$ cat src/rtl/game_pkg.sv
// ============================================================================
// Module : game_pkg
// Purpose: Shared definitions for the game state controller: the game state
//          encoding, the lives ceiling and a counter-width helper.
// Ports  : none (package)
// Rev    : 1.0  initial release
// ============================================================================
`default_nettype none

package game_pkg;

  typedef enum logic [2:0] {
    TITLE     = 3'd0,
    PLAY      = 3'd1,
    DYING     = 3'd2,
    RESPAWN   = 3'd3,
    GAME_OVER = 3'd4
  } game_state_t;

  localparam int LIVES_MAX = 3;

  // Bits needed to hold values 0..max_val (at least one bit).
  function automatic int cnt_width(input int max_val);
    return (max_val < 2) ? 1 : $clog2(max_val + 1);
  endfunction

endpackage

`default_nettype wire

$ cat src/rtl/rising_edge.sv
// ============================================================================
// Module : rising_edge
// Purpose: Registers the previous value of a level input and flags the cycle
//          on which the input is high while the stored previous value is low.
// Ports  : clk   - clock
//          reset - synchronous active-high reset (previous value <= RESET_VAL)
//          d     - level input
//          rise  - high when d=1 and registered previous d=0
// Rev    : 1.0  initial release
// ============================================================================
`default_nettype none

module rising_edge #(
  parameter logic RESET_VAL = 1'b1
) (
  input  logic clk,
  input  logic reset,
  input  logic d,
  output logic rise
);

  logic prev_q;

  always_ff @(posedge clk) begin
    if (reset) prev_q <= RESET_VAL;
    else       prev_q <= d;
  end

  assign rise = d & ~prev_q;

endmodule

`default_nettype wire

$ cat src/rtl/game_state_controller.sv
// ============================================================================
// Module : game_state_controller
// Purpose: Top-level game flow FSM: TITLE -> PLAY -> DYING -> RESPAWN/GAME_OVER.
//          Drives the mover reset, the motion freeze, remaining lives and an
//          optional death-flash request. All outputs are registered.
// Ports  : vga_clock    - single clock for all state
//          reset        - synchronous active-high reset
//          frame_tick   - one-cycle pulse per video frame
//          jump         - start/restart button (level)
//          lose         - Mario-hit-Goomba level
//          movers_reset - reset to the Mario and Goomba movers
//          freeze       - gameplay motion suspended
//          game_state   - current game_state_t encoding
//          lives        - remaining lives
//          flash        - sprite blank request during DYING
// Config : GAME_STATE_FLASH_EN - when defined, flash toggles every
//          FLASH_PERIOD frame_ticks in DYING; otherwise flash is tied to 0.
// Rev    : 1.0  initial release
// ============================================================================
`default_nettype none

module game_state_controller
  import game_pkg::*;
#(
  parameter int LIVES_INIT   = 3,
  parameter int DEATH_FRAMES = 60,
  parameter int GRACE_FRAMES = 30,
  parameter int FLASH_PERIOD = 8
) (
  input  logic       vga_clock,
  input  logic       reset,
  input  logic       frame_tick,
  input  logic       jump,
  input  logic       lose,
  output logic       movers_reset,
  output logic       freeze,
  output logic [2:0] game_state,
  output logic [1:0] lives,
  output logic       flash
);

  localparam int DW = cnt_width(DEATH_FRAMES);
  localparam int GW = cnt_width(GRACE_FRAMES);
  localparam logic [1:0] LIVES_START =
    2'((LIVES_INIT > LIVES_MAX) ? LIVES_MAX : LIVES_INIT);

  game_state_t   state_q, state_d;
  logic [1:0]    lives_q, lives_d;
  logic [DW-1:0] frame_q, frame_d;
  logic [GW-1:0] grace_q, grace_d;
  logic          movers_reset_q, movers_reset_d;
  logic          freeze_q, freeze_d;
  logic          jump_press;

  // Previous jump resets to 1 so a button held through reset release
  // does not register as a press.
  rising_edge #(.RESET_VAL(1'b1)) u_jump_edge (
    .clk   (vga_clock),
    .reset (reset),
    .d     (jump),
    .rise  (jump_press)
  );

  always_ff @(posedge vga_clock) begin
    if (reset) begin
      state_q        <= TITLE;
      lives_q        <= LIVES_START;
      frame_q        <= '0;
      grace_q        <= '0;
      movers_reset_q <= 1'b1;
      freeze_q       <= 1'b1;
    end else begin
      state_q        <= state_d;
      lives_q        <= lives_d;
      frame_q        <= frame_d;
      grace_q        <= grace_d;
      movers_reset_q <= movers_reset_d;
      freeze_q       <= freeze_d;
    end
  end

  always_comb begin
    state_d = state_q;
    lives_d = lives_q;
    frame_d = frame_q;
    grace_d = grace_q;
    case (state_q)
      TITLE: begin
        if (jump_press) begin
          state_d = PLAY;
          grace_d = '0;
        end
      end
      PLAY: begin
        // The registered grace value decides, so a lose on the same cycle the
        // grace counter steps 1->0 is still ignored.
        if (lose && (grace_q == '0)) begin
          state_d = DYING;
          lives_d = (lives_q == 2'd0) ? 2'd0 : lives_q - 2'd1;
          frame_d = '0;
        end else if (frame_tick && (grace_q != '0)) begin
          grace_d = grace_q - GW'(1);
        end
      end
      DYING: begin
        if (frame_tick) begin
          if (frame_q != DW'(DEATH_FRAMES)) frame_d = frame_q + DW'(1);
          if (frame_q == DW'(DEATH_FRAMES - 1))
            state_d = (lives_q != 2'd0) ? RESPAWN : GAME_OVER;
        end
      end
      RESPAWN: begin
        state_d = PLAY;
        grace_d = GW'(GRACE_FRAMES);
      end
      GAME_OVER: begin
        lives_d = 2'd0;
        if (jump_press) state_d = TITLE;
      end
      default: state_d = TITLE;
    endcase
    if (state_d == TITLE) lives_d = LIVES_START;
    movers_reset_d = (state_d == TITLE) || (state_d == RESPAWN);
    freeze_d       = (state_d != PLAY);
  end

  assign movers_reset = movers_reset_q;
  assign freeze       = freeze_q;
  assign game_state   = state_q;
  assign lives        = lives_q;

`ifdef GAME_STATE_FLASH_EN
  localparam int FW = cnt_width(FLASH_PERIOD - 1);

  logic [FW-1:0] flash_cnt_q, flash_cnt_d;
  logic          flash_q, flash_d;

  always_ff @(posedge vga_clock) begin
    if (reset) begin
      flash_cnt_q <= '0;
      flash_q     <= 1'b0;
    end else begin
      flash_cnt_q <= flash_cnt_d;
      flash_q     <= flash_d;
    end
  end

  // Flash phase only carries over while staying in DYING; any other next
  // state (including DYING entry) restarts it at zero.
  always_comb begin
    flash_cnt_d = '0;
    flash_d     = 1'b0;
    if ((state_q == DYING) && (state_d == DYING)) begin
      flash_cnt_d = flash_cnt_q;
      flash_d     = flash_q;
      if (frame_tick) begin
        if (flash_cnt_q == FW'(FLASH_PERIOD - 1)) begin
          flash_cnt_d = '0;
          flash_d     = ~flash_q;
        end else begin
          flash_cnt_d = flash_cnt_q + FW'(1);
        end
      end
    end
  end

  assign flash = flash_q;
`else
  assign flash = 1'b0;
`endif

endmodule

`default_nettype wire
$ cat config.mk
export PLATFORM = sky130hd
export DESIGN_NAME = game_state_controller
export DESIGN_NICKNAME = d
export VERILOG_FILES = /design/src/rtl/game_pkg.sv /design/src/rtl/rising_edge.sv /design/src/rtl/game_state_controller.sv
export SDC_FILE = /design/constraint.sdc
export NUM_CORES = 1
export LEC_CHECK = 0
export ABC_AREA = 1
export BUFFER_PORTS_ARGS = -buffer_cell sky130_fd_sc_hd__buf_2
export CORE_MARGIN = 1.5
export CORE_UTILIZATION = 45
export DETAILED_ROUTE_END_ITERATION = 7
export PLACE_DENSITY = 0.7
export REMOVE_ABC_BUFFERS = 1
export SLEW_MARGIN = 0
export SYNTH_ARGS = -nofsm -noshare
export SYNTH_HDL_FRONTEND = slang
export SYNTH_SLANG_ARGS = --single-unit
$ cat constraint.sdc
create_clock -name vga_clock -period 1.35 [get_ports vga_clock]
set_input_delay 0.3375 -clock vga_clock [delete_from_list [all_inputs] [get_ports vga_clock]]
set_output_delay 0.3375 -clock vga_clock [all_outputs]
set_load 0.005 [all_outputs]
==> run_results.csv <==
group,metric,value,unit
clock_network,cts_root_buf,"clkbuf_4",
sta,rsz0062_at_grt,"yes",
worst_setup_path,cp.arrival,1.60,ns
drt,vias,1309,
floorplanning,dieArea,0.00298,mm²
final_layout,drive_gt1_share,41.7,%
yosys,synthTopCellsByCount,"nand2_1, inv_1, nor2_1",
worst_setup_path,r2r_setup_slack,-0.05,ns
global_route,grtUsageMet1,26.7,%
global_route,grt_antenna_before_repair,0,
outcome,failed_checks,"negative setup slack",
sta,fmax,712,MHz
floorplanning,die_y,54.6,µm
clock_network,clk_pin_slew,0.11,ns
clock_network,clock-sinks,19,
final_layout,nFillCells,231,
placed_design,dp_slack,-0.0830,ns
yosys,synth_top_area_cell,"dfxtp_1",
floorplanning,pin_count,13,
final_layout,seq_area,388,µm²
drt,drc_errors,0,
yosys,synth-seq-area-share,31.7,%
drt,drtAntennaViolNets,0,
global_route,grt_max_degree,12,
sta,hold_viol,0,
worst_setup_path,crit_type,"reg2reg",
power,p_leak,0.747,nW
clock_network,cts_tree,"yes",
floorplanning,die_w,54.6,µm
yosys,async_reset_ff_share,0,%
final_layout,instances_no_fill,253,
worst_setup_path,critPathRequiredTime,1.55,ns
sta,layout_setup_ws,-0.0547,ns
final_layout,multi_input_area,830,µm²
worst_setup_path,cpMaxStageDelayCell,"dfxtp_2",
worst_setup_path,critPathCaptureType,"flip-flop",
outcome,status,"complete, but fails checks",
final_layout,final_nets,233,
sta,finalMaxSlewViolations,0,
worst_setup_path,startpoint,"grace_q[1]",
drt,drt-total-wl,3190,µm
yosys,syn_area_per_cell,6.38,µm²
drt,vias_per_cell,5.17,
global_route,grt_use_total,23.1,%
placed_design,dp.cells,245,
clock_network,clk_latency,0.30,ns
clock_network,cts_hold_buf,0,
yosys,yosysWarnings,0,
sta,fin_crit_sh,104,%
yosys,yosys-top-cells-area,"dfxtp_1, nand2_1, inv_1",
sta,min_period,1.40,ns
placed_design,dpl_cell_area,0.00142,mm²
sta,setup_tns,-0.222,ns
drt,dr.first_iter.drc_count,15,
global_route,top_usage_layer,"met2",
clock_network,numCtsBuffers,3,
yosys,ys.flop_type,"dfxtp_1",
sta,skew,0.00122,ns
floorplanning,start_util,48.0,%
worst_setup_path,critPathLaunchType,"flip-flop",
worst_setup_path,crit_fanout,5,
worst_setup_path,cp_cell_sequence,"inv_2, ha_4, inv_2, nor2_4, nand3_4, a21oi_4, nand2_2, nand2_1, a21oi_2",
yosys,ys_ff_latch,19,
power,power_density,1050,mW/mm²
run,maxCapViolCount,0,
yosys,synth_top_area_share,31.7,%
final_layout,area_delta_synth_final,36.9,%
yosys,synth_edf_count,0,
worst_setup_path,r2r_start,"grace_q[1]",
placed_design,dpl.hpwl,2070,µm
clock_network,clockBufferDepth,2,
worst_setup_path,max_stage_delay,0.34,ns
global_route,first_global_vias,1197,
drt,wl_per_cell,12.6,µm
yosys,post_synth_num_cell_types,29,
floorplanning,rows,18,
placed_design,numPortBuffers,11,
worst_setup_path,r2r_cells,9,
worst_setup_path,setup.worst_path.end,"frame_q[5]",
final_layout,diodes,0,
yosys,yosysMostFrequentCell,"nand2_1",
clock_network,htree_num_levels,1,
floorplanning,core_area,0.00250,mm²
global_route,grt_util_met3,3.28,%
worst_setup_path,rr_endpoint,"frame_q[5]",
yosys,postSynthCellCount,188,
global_route,grt_pass1_wl,4950,µm
yosys,syn-cell-area,0.00120,mm²
global_route,overflow,0,
final_layout,fin_area,0.00164,mm²
min_path,hold_class,"in2reg",
global_route,gr-usage-met2,42.9,%
power,vdd.ir_drop.worst,903,µV
placed_design,gp_congestion,0.765,
worst_setup_path,timing.critical_path.mode_cell,"inv_2",
drt,dr.pass1.iters,4,
sta,setup_viol,7,
-- worst max-delay path: cells and delay by family, from the launching register on --
kind	cells	cell delay, ns
AOI/OAI and AO/OA	2	0.27
adders and majority gates	1	0.13
buffers and inverters	2	0.11
DFF	1	0.34
and+or+nand+nor	4	0.45
-- layout make-up --
type / instances / share of cell area (%)
repair buffers: 35 / 15.3
clock inverters: 1 / 0.305
flip-flops and latches: 19 / 23.6
clock buffers: 3 / 1.37
well taps: 30 / 2.28
inverters: 29 / 6.63
multi-input cells: 136 / 50.5
-- flip-flops by register name, summed over array words and instances, names as in the netlist --
name and flops:
freeze 1, lives 2, game_state 3, u_jump_edge.prev_q 1
movers_reset 1, grace_q 5, frame_q 6
-- timing repair --
item | 4_1_cts | 5_1_grt
resized for setup | 26 | 26
cloned | 0 | 0
pin swaps | 14 | 19
setup buffers | 3 | 3
endpoints found under the setup margin | 15 | 19
-- metrics by stage --
stage	hold WS [ns]	total power, mW	utilization, %
after floorplan	0.407	1.04	-
after global placement	0.487	1.22	56.9
after detailed placement	0.496	1.23	56.9
after CTS	0.231	1.61	61.9
after global routing	0.222	1.84	65.7
final	0.230	1.73	65.7
-- cell families after synthesis --
family	share of synthesized area, %
compound gates	12.1
buf+inv	10.8
other cells	0.313
flops	31.7
simple gates	40.1
fa+ha+maj	4.17
xor+xnor	0.730
-- report_power, final --
group | leakage, nW | internal [mW] | switching, mW
registers | 0.157 | 0.623 | 0.0492
clock network | 0.0177 | 0.110 | 0.189
logic | 0.572 | 0.318 | 0.438
total | 0.747 | 1.05 | 0.676
-- how the worst min path moves through the flow --
stage	start	end	slack, ns	depth (start not counted)
final	jump	u_jump_edge.prev_q	0.23	2
after global routing	jump	u_jump_edge.prev_q	0.22	2
after CTS	jump	u_jump_edge.prev_q	0.23	2
after floorplan	reset	frame_q[2]	0.41	1
after detailed placement	lives[1]	lives[1]	0.50	2
after global placement	grace_q[4]	grace_q[4]	0.49	2
-- cells in the final DEF (no fill, tap or decap), types with 2 or more instances in the layout --
| cell | instances |
|---|---|
| nand2_1 | 40 |
| buf_4 | 22 |
| nor2_1 | 21 |
| inv_1 | 20 |
| nand3_1 | 14 |
| dfxtp_1 | 13 |
| nand2_2 | 11 |
| buf_2 | 11 |
| inv_2 | 9 |
| a21oi_1 | 6 |
| dfxtp_2 | 6 |
| nor2_2 | 5 |
| o21ai_1 | 5 |
| a21oi_2 | 5 |
| nand3_4 | 3 |
| o21ai_2 | 3 |
| nand4_1 | 3 |
| ha_4 | 3 |
| clkbuf_4 | 3 |
| nor2_4 | 2 |
| nand2_4 | 2 |
| nand3_2 | 2 |
| a21oi_4 | 2 |
| o21ai_0 | 2 |
-- routing by layer --
metal / wire length [µm] / vias up
met3: 109 / 6
met1: 1360 / 604
met5: 0 / -
met2: 1680 / 36
met4: 35 / 0
li1: - / 663
Note: power is estimated with default switching activity, not from simulation.
